### config.mk
export PLATFORM = sky130hd
export DESIGN_NAME = draw_trace
export DESIGN_NICKNAME = d
export VERILOG_FILES = /design/src/rtl/trace_pkg.sv /design/src/rtl/trace_ram.sv /design/src/rtl/draw_trace.sv
export SDC_FILE = /design/constraint.sdc
export NUM_CORES = 2
export LEC_CHECK = 0
export ABC_AREA = 1
export CORE_UTILIZATION = 55
export CTS_CLUSTER_SIZE = 8
export DETAILED_ROUTE_END_ITERATION = 7
export DONT_BUFFER_PORTS = 1
export HOLD_SLACK_MARGIN = 0.02
export PLACE_DENSITY_LB_ADDON = 0.08
export RECOVER_POWER = 100
export SYNTH_ARGS = -nofsm -noshare
export SYNTH_HDL_FRONTEND = slang
export SYNTH_HIERARCHICAL = 1
export SYNTH_SLANG_ARGS = --single-unit
### constraint.sdc
create_clock -name clk -period 3.5 [get_ports clk]
set_input_delay 0.875 -clock clk [delete_from_list [all_inputs] [get_ports clk]]
set_output_delay 0.875 -clock clk [all_outputs]
set_load 0.05 [all_outputs]
### src/rtl/trace_pkg.sv
// trace_pkg: shared constants and types for the oscilloscope trace renderer.
//   TRACE_X0 / TRACE_Y0 : top-left corner of the trace window in screen pixels
//   TRACE_W             : window width, equal to the number of samples per frame
//   TRACE_COLOR         : colour of lit trace pixels
//   GRID_COLOR          : graticule colour, used only when TRACE_GRID_EN is defined
//   cap_state_t         : capture FSM states (WAIT, CAPTURE, HOLD)
package trace_pkg;

    localparam int TRACE_X0 = 144;
    localparam int TRACE_Y0 = 172;
    localparam int TRACE_W  = 512;
    localparam int ADDR_W   = $clog2(TRACE_W);

    localparam logic [11:0] TRACE_COLOR = 12'h0F0;
    localparam logic [11:0] GRID_COLOR  = 12'h444;

    typedef enum logic [1:0] {
        WAIT    = 2'd0,
        CAPTURE = 2'd1,
        HOLD    = 2'd2
    } cap_state_t;

endpackage

### src/rtl/trace_ram.sv
// trace_ram: simple dual-port sample store, one synchronous write port and one
// synchronous read port on the same clock. A read of the address being written
// in the same cycle returns the old contents. Contents are not reset.
//   clk          : clock
//   we/waddr/wdata : write port
//   raddr/rdata  : read port, rdata valid one cycle after raddr
module trace_ram #(
    parameter int DEPTH = 512,
    parameter int AW    = 9
) (
    input  logic          clk,
    input  logic          we,
    input  logic [AW-1:0] waddr,
    input  logic [7:0]    wdata,
    input  logic [AW-1:0] raddr,
    output logic [7:0]    rdata
);

    logic [7:0] mem [DEPTH];

    // Write port: one sample per cycle while capturing.
    always_ff @(posedge clk) begin
        if (we) begin
            mem[waddr] <= wdata;
        end
    end

    // Read port: registered output, so the display path sees data one cycle later.
    always_ff @(posedge clk) begin
        rdata <= mem[raddr];
    end

endmodule

### src/rtl/draw_trace.sv
// draw_trace: captures one frame of 8-bit samples during vertical blanking and
// overlays the waveform onto the incoming pixel stream, joining neighbouring
// samples with vertical segments. Every timing output and rgb_out lags its
// input by exactly two clocks.
//   clk, rst            : pixel clock, synchronous active-high reset
//   *count_in, *sync_in, *blnk_in, rgb_in : upstream timing and background colour
//   sample_valid/sample_data/sample_ready : sample stream handshake
//   freeze              : skip capture, keep showing the stored frame
//   *_out, rgb_out      : delayed timing and composited colour
// Optional build macro: TRACE_GRID_EN adds a graticule inside the window.
module draw_trace
    import trace_pkg::*;
(
    input  logic        clk,
    input  logic        rst,
    input  logic [10:0] vcount_in,
    input  logic [10:0] hcount_in,
    input  logic        vsync_in,
    input  logic        hsync_in,
    input  logic        vblnk_in,
    input  logic        hblnk_in,
    input  logic [11:0] rgb_in,
    input  logic        sample_valid,
    input  logic [7:0]  sample_data,
    output logic        sample_ready,
    input  logic        freeze,
    output logic [10:0] vcount_out,
    output logic [10:0] hcount_out,
    output logic        vsync_out,
    output logic        hsync_out,
    output logic        vblnk_out,
    output logic        hblnk_out,
    output logic [11:0] rgb_out
);

    cap_state_t        state, state_nx;
    logic              vblnk_prev, vblnk_rise, vblnk_fall;
    logic [ADDR_W-1:0] wr_ptr;
    logic              wr_en, last_write;

    logic [10:0]       x0, y0;
    logic              win0;
    logic [7:0]        rd_data;

    logic [10:0]       vcount_s1, hcount_s1;
    logic              vsync_s1, hsync_s1, vblnk_s1, hblnk_s1;
    logic [11:0]       rgb_s1;
    logic              win_s1, xzero_s1;
    logic [7:0]        y_s1, prev_sample;
    logic [7:0]        row_cur, row_prev, row_lo, row_hi;
    logic              trace_on;
    logic [11:0]       base_rgb;
`ifdef TRACE_GRID_EN
    logic              grid_s1;
`endif

    assign vblnk_rise = vblnk_in && !vblnk_prev;
    assign vblnk_fall = !vblnk_in && vblnk_prev;
    assign wr_en      = sample_valid && sample_ready;
    assign last_write = wr_en && (wr_ptr == ADDR_W'(TRACE_W - 1));

    // Next-state logic. An abort (vblank ending mid-capture) lands in HOLD with
    // vblank already low, so HOLD exits on the following cycle.
    always_comb begin
        state_nx = state;
        case (state)
            WAIT:    if (vblnk_rise && !freeze)     state_nx = CAPTURE;
            CAPTURE: if (last_write || vblnk_fall)  state_nx = HOLD;
            HOLD:    if (!vblnk_in)                 state_nx = WAIT;
            default:                                state_nx = WAIT;
        endcase
    end

    // Capture registers. vblnk_prev resets high so a reset taken in the middle of
    // vblank does not count as a fresh edge and start a capture on its own.
    always_ff @(posedge clk) begin
        if (rst) begin
            state        <= WAIT;
            vblnk_prev   <= 1'b1;
            wr_ptr       <= '0;
            sample_ready <= 1'b0;
        end else begin
            state        <= state_nx;
            vblnk_prev   <= vblnk_in;
            sample_ready <= (state_nx == CAPTURE);
            if (state != CAPTURE) begin
                wr_ptr <= '0;
            end else if (wr_en) begin
                wr_ptr <= wr_ptr + 1'b1;
            end
        end
    end

    // Stage 0: window-relative coordinates; negative offsets wrap to large
    // unsigned values and therefore fall outside the window.
    assign x0   = hcount_in - 11'(TRACE_X0);
    assign y0   = vcount_in - 11'(TRACE_Y0);
    assign win0 = (x0 < 11'(TRACE_W)) && (y0 < 11'd256);

    trace_ram #(.DEPTH(TRACE_W), .AW(ADDR_W)) u_ram (
        .clk   (clk),
        .we    (wr_en),
        .waddr (wr_ptr),
        .wdata (sample_data),
        .raddr (x0[ADDR_W-1:0]),
        .rdata (rd_data)
    );

    // Stage 1 registers: timing and per-pixel context travelling beside the RAM read.
    always_ff @(posedge clk) begin
        if (rst) begin
            vcount_s1 <= '0;
            hcount_s1 <= '0;
            vsync_s1  <= 1'b0;
            hsync_s1  <= 1'b0;
            vblnk_s1  <= 1'b0;
            hblnk_s1  <= 1'b0;
            rgb_s1    <= '0;
            win_s1    <= 1'b0;
            xzero_s1  <= 1'b0;
            y_s1      <= '0;
        end else begin
            vcount_s1 <= vcount_in;
            hcount_s1 <= hcount_in;
            vsync_s1  <= vsync_in;
            hsync_s1  <= hsync_in;
            vblnk_s1  <= vblnk_in;
            hblnk_s1  <= hblnk_in;
            rgb_s1    <= rgb_in;
            win_s1    <= win0;
            xzero_s1  <= (x0 == 11'd0);
            y_s1      <= y0[7:0];
        end
    end

`ifdef TRACE_GRID_EN
    // Graticule lines every 32 pixels, measured from the window origin.
    always_ff @(posedge clk) begin
        if (rst) begin
            grid_s1 <= 1'b0;
        end else begin
            grid_s1 <= win0 && ((x0[4:0] == 5'd0) || (y0[4:0] == 5'd0));
        end
    end
`endif

    // The RAM word leaving stage 1 becomes the left neighbour of the next pixel.
    always_ff @(posedge clk) begin
        if (rst) begin
            prev_sample <= '0;
        end else begin
            prev_sample <= rd_data;
        end
    end

    // Stage 1 compare: the lit span runs between this column's row and the
    // previous column's row, so steep edges draw as continuous vertical lines.
    // The first column has no left neighbour and uses its own sample.
    always_comb begin
        row_cur  = 8'd255 - rd_data;
        row_prev = 8'd255 - (xzero_s1 ? rd_data : prev_sample);
        row_lo   = (row_cur < row_prev) ? row_cur : row_prev;
        row_hi   = (row_cur < row_prev) ? row_prev : row_cur;
        trace_on = win_s1 && (y_s1 >= row_lo) && (y_s1 <= row_hi);
`ifdef TRACE_GRID_EN
        base_rgb = grid_s1 ? GRID_COLOR : rgb_s1;
`else
        base_rgb = rgb_s1;
`endif
    end

    // Stage 2 registers: final colour and the timing delayed to match it.
    always_ff @(posedge clk) begin
        if (rst) begin
            vcount_out <= '0;
            hcount_out <= '0;
            vsync_out  <= 1'b0;
            hsync_out  <= 1'b0;
            vblnk_out  <= 1'b0;
            hblnk_out  <= 1'b0;
            rgb_out    <= '0;
        end else begin
            vcount_out <= vcount_s1;
            hcount_out <= hcount_s1;
            vsync_out  <= vsync_s1;
            hsync_out  <= hsync_s1;
            vblnk_out  <= vblnk_s1;
            hblnk_out  <= hblnk_s1;
            rgb_out    <= trace_on ? TRACE_COLOR : base_rgb;
        end
    end

endmodule

==> PnR_summary.wiki <==
{| class="wikitable"
! Metric !! Value
|-
| Status || finished with violations
|-
| Violated checks || max-capacitance violations, max-slew violations, negative setup slack
|-
| Number of different library cells in the post-synthesis netlist || 37
|-
| Initial core utilization || 55.3%
|-
| DRC violation count after routing || 0
|-
| Max Root-Sink Buffers || 4
|-
| Clock insertion delay at the later pin of the skew report || about 1000 ps
|-
| Vias per cell || 6.09
|-
| Initial antenna violation count || 11
|-
| Slew at the pin closest to its max-slew limit || 4290 ps
|-
| Post-Layout Cell Count || 19000
|-
| Core Rows || 204
|-
| Buffers added on ports || 0
|-
| Number of enable-type register cells in the synthesized netlist || 4096
|-
| Endpoints failing hold || 0
|-
| DRT Pass-1 Iters || 6
|-
| Synth Warn # || 6
|-
| Aggregate negative setup slack || -5660 ps
|-
| Number of instances in the placed design || 18300
|-
| Power per cell area || a little under 600 nW/um^2
|-
| Launching element type of the critical path || input pin
|-
| Data arrival time at the worst-slack endpoint || 4690 ps
|-
| GPL Wtd Cong || 0.863
|-
| Width of the die || 559 um
|-
| Count of clock tree sinks || 4209
|-
| Worst setup path category || input pin to flip-flop
|-
| TritonCTS buffer count || 596
|-
| Layout-stage area growth over the synthesis result || 13.1%
|-
| Core box area || 309000 um^2
|-
| Net total in the final layout || 14900
|-
| Count of cells along the worst register-to-register path || 10
|-
| Sum of net half-perimeters after detailed placement || 252 mm
|-
| Fraction of registers with async set or reset after synthesis || 0%
|-
| Number of placed I/O pins || 89
|-
| Global route overflow || 0
|-
| Clock root buffer master || sky130_fd_sc_hd__clkbuf_16
|-
| Final wirelength || 490 mm
|-
| Total of flip-flops plus latches after synthesis || 4209
|-
| Worst Clk Skew || a little over 50 ps
|-
| Fraction of layout cells with a size suffix above 1 || under 10%
|-
| Avg Inst Size Synth || 11.8 um^2
|-
| Post-synthesis instance total || 14400
|-
| Worst reg2reg endpoint || u_ram/mem[50][2]
|-
| Most used cells in the layout excluding fill and tap cells || 4243 x sky130_fd_sc_hd__nand2_1, 4106 x sky130_fd_sc_hd__nand3_1, 4096 x sky130_fd_sc_hd__edfxtp_1, 614 x sky130_fd_sc_hd__clkbuf_16, 612 x sky130_fd_sc_hd__nor2_1
|-
| Clock-pin slew reported for the worst setup and hold paths after clock tree synthesis || ~50 ps
|-
| Crit Reg-Reg Startpoint || sample_ready
|-
| Worst-case headroom to the max-slew limit || -186%
|-
| Final core occ || 62.6%
|-
| Synth area leader || sky130_fd_sc_hd__edfxtp_1
|-
| Top fanout value on the critical path || 1026
|-
| VDD IR-drop max || 495 uV
|-
| RSZ-0062 raised after global routing || no
|-
| Worst Setup End Kind || flip-flop
|-
| First-pass GRT wire length || 717 mm
|-
| Min Tclk post-route || 3780 ps
|-
| H-tree levels || 6
|-
| Vertical die dimension || 559 um
|-
| Cell Area, Synth || 171000 um^2
|-
| Number of setup violations in the final report || 66
|-
| Top cells by area, synth || sky130_fd_sc_hd__edfxtp_1 72%, sky130_fd_sc_hd__nand3_1 12%, sky130_fd_sc_hd__nand2_1 9.3%
|-
| Yosys top cell area share || 72.0%
|-
| End point of the critical path || u_ram/rdata[2]
|-
| Leading cell type in the layout, fill and taps excluded || sky130_fd_sc_hd__nand2_1
|-
| Max-cap violation count || 5
|-
| CTS tree || done
|-
| Share of the cycle needed by the critical path after routing || 108%
|-
| Internal reg-to-reg setup slack || -100 ps
|-
| Largest net degree at the start of global routing || 2051
|-
| Antenna violation net count after detailed routing || 0
|-
| Maximum clock frequency || approximately 0.26 GHz
|-
| Final Max Slew Viols || 2045
|-
| Sequential share of the synthesized area || about three quarters
|-
| Wire per inst || 25.8 um
|-
| Launch point of the critical path || hcount_in[1]
|-
| Min-Delay Path Class || input pin to flip-flop
|-
| Starting DRT DRC Count || 14700
|-
| Static leakage || ~68 nW
|-
| Leading register cell type out of synthesis || sky130_fd_sc_hd__edfxtp_1
|-
| Required time at the worst-slack endpoint || between 4000 and 5000 ps
|-
| Routed vias || 116000
|-
| Setup slack of the critical path after layout || -278 ps
|-
| Via count of the first global-routing pass || 111000
|-
| Total Routing Usage GR || slightly above 30%
|-
| Post-synth net total || ~15000
|-
| Total Die Area || 313000 um^2
|}
-- worst min path at each step --
stage / slack [ps] / end / cells past startpoint / startpoint
2_1_floorplan: 390 / hblnk_out / 2 / hblnk_s1
6_report: 4 / u_ram/mem[211][3] / 0 / sample_data[3]
4_1_cts: 20 / y_s1[7] / 3 / vcount_in[7]
3_5_place_dp: 400 / vcount_out[10] / 2 / vcount_s1[10]
5_1_grt: 40 / u_ram/mem[211][3] / 0 / sample_data[3]
3_3_place_gp: 390 / hcount_out[3] / 2 / hcount_s1[3]
-- through the flow --
step	area [um^2]	hold slack, ps	total power, mW	setup WS [ps]
3_3_place_gp	178000	389	61.7	-482
5_1_grt	193000	44.6	116	12.3
4_1_cts	194000	21.7	113	24.6
6_report	193000	3.52	113	-278
2_1_floorplan	171000	388	60.3	550
3_5_place_dp	178000	396	61.7	-580
-- power breakdown --
group,switching (mW),internal [mW]
Combinational,4.02,1.92
Clock,20.3,30.7
Sequential,0.147,55.5
-- layer usage --
layer	wire length, um	share of wire, %	GRT usage, %	vias up
li1	-	-	-	51600
met1	198000	40	43.4	57300
met2	228000	47	47.9	5984
met3	44100	9.0	4.27	938
met4	19700	4.0	12.0	0
met5	0	0	0	-
-- final cells by class --
| class | instances | area [um^2] |
|---|---|---|
| timing repair buffer | 785 | 6430 |
| sequential | 4209 | 125000 |
| tap | 4120 | 5150 |
| antenna | 9 | 22.5 |
| clock inverter | 47 | 781 |
| fill | 23900 | 116000 |
| inverter | 144 | 602 |
| multi-input combinational | 9075 | 39700 |
| clock buffer | 641 | 15300 |
-- state kept, by name, summed over array words and instances (netlist names), 2 cells and up --
name	cells
hcount_out	11
u_ram/mem	4096
vcount_s1	11
u_ram/rdata	8
state	2
rgb_out	12
base_rgb	12
vcount_out	11
hcount_s1	11
wr_ptr	9
prev_sample	8
y_s1	6
-- synth_stat cells (3+ instances only) --
master and instances:
sky130_fd_sc_hd__nand2_1 4251, sky130_fd_sc_hd__nand3_1 4106, sky130_fd_sc_hd__edfxtp_1 4096, sky130_fd_sc_hd__nor2_1 613, sky130_fd_sc_hd__buf_2 517, sky130_fd_sc_hd__clkbuf_1 192
sky130_fd_sc_hd__buf_4 125, sky130_fd_sc_hd__inv_1 125, sky130_fd_sc_hd__dfxtp_1 113, sky130_fd_sc_hd__buf_1 83, sky130_fd_sc_hd__buf_6 74, sky130_fd_sc_hd__ha_1 28
sky130_fd_sc_hd__a21oi_1 22, sky130_fd_sc_hd__inv_2 16, sky130_fd_sc_hd__nor3_1 12, sky130_fd_sc_hd__o21ai_1 12, sky130_fd_sc_hd__o21ai_2 5, sky130_fd_sc_hd__buf_8 4
sky130_fd_sc_hd__xor2_1 4, sky130_fd_sc_hd__nand4_1 3
-- critical path: stages --
cell                      delay, ps
sky130_fd_sc_hd__inv_16         550
sky130_fd_sc_hd__buf_12         310
sky130_fd_sc_hd__buf_12         260
sky130_fd_sc_hd__nand3_1        100
sky130_fd_sc_hd__nand3_1        120
sky130_fd_sc_hd__nand3_1         80
sky130_fd_sc_hd__nand3_1        200
sky130_fd_sc_hd__nand3_1        280
sky130_fd_sc_hd__nand3_1        400
sky130_fd_sc_hd__nand3_1        210
sky130_fd_sc_hd__nand3_1        140
sky130_fd_sc_hd__nand2_1         60
-- cells by family after synthesis --
family / Yosys count / synth area share, %
AND/OR/NAND/NOR: 8994 / 22.8
flip-flops: 4209 / 73.3
buffers and inverters: 1140 / 3.52
AO/OA/AOI/OAI: 49 / 0.179
adder cells (fa/ha/maj): 28 / 0.205
XOR/XNOR: 4 / 0.0205
-- what timing repair did --
item	4_1_cts	5_1_grt
gates resized for setup	4	8
pin swaps	0	1
setup endpoints to repair	12	20
endpoints found under the hold margin	234	23
buffers inserted	0	2
hold buffers	46	4
gates cloned	0	6
No activity file was read; power rests on OpenSTA's default activity.
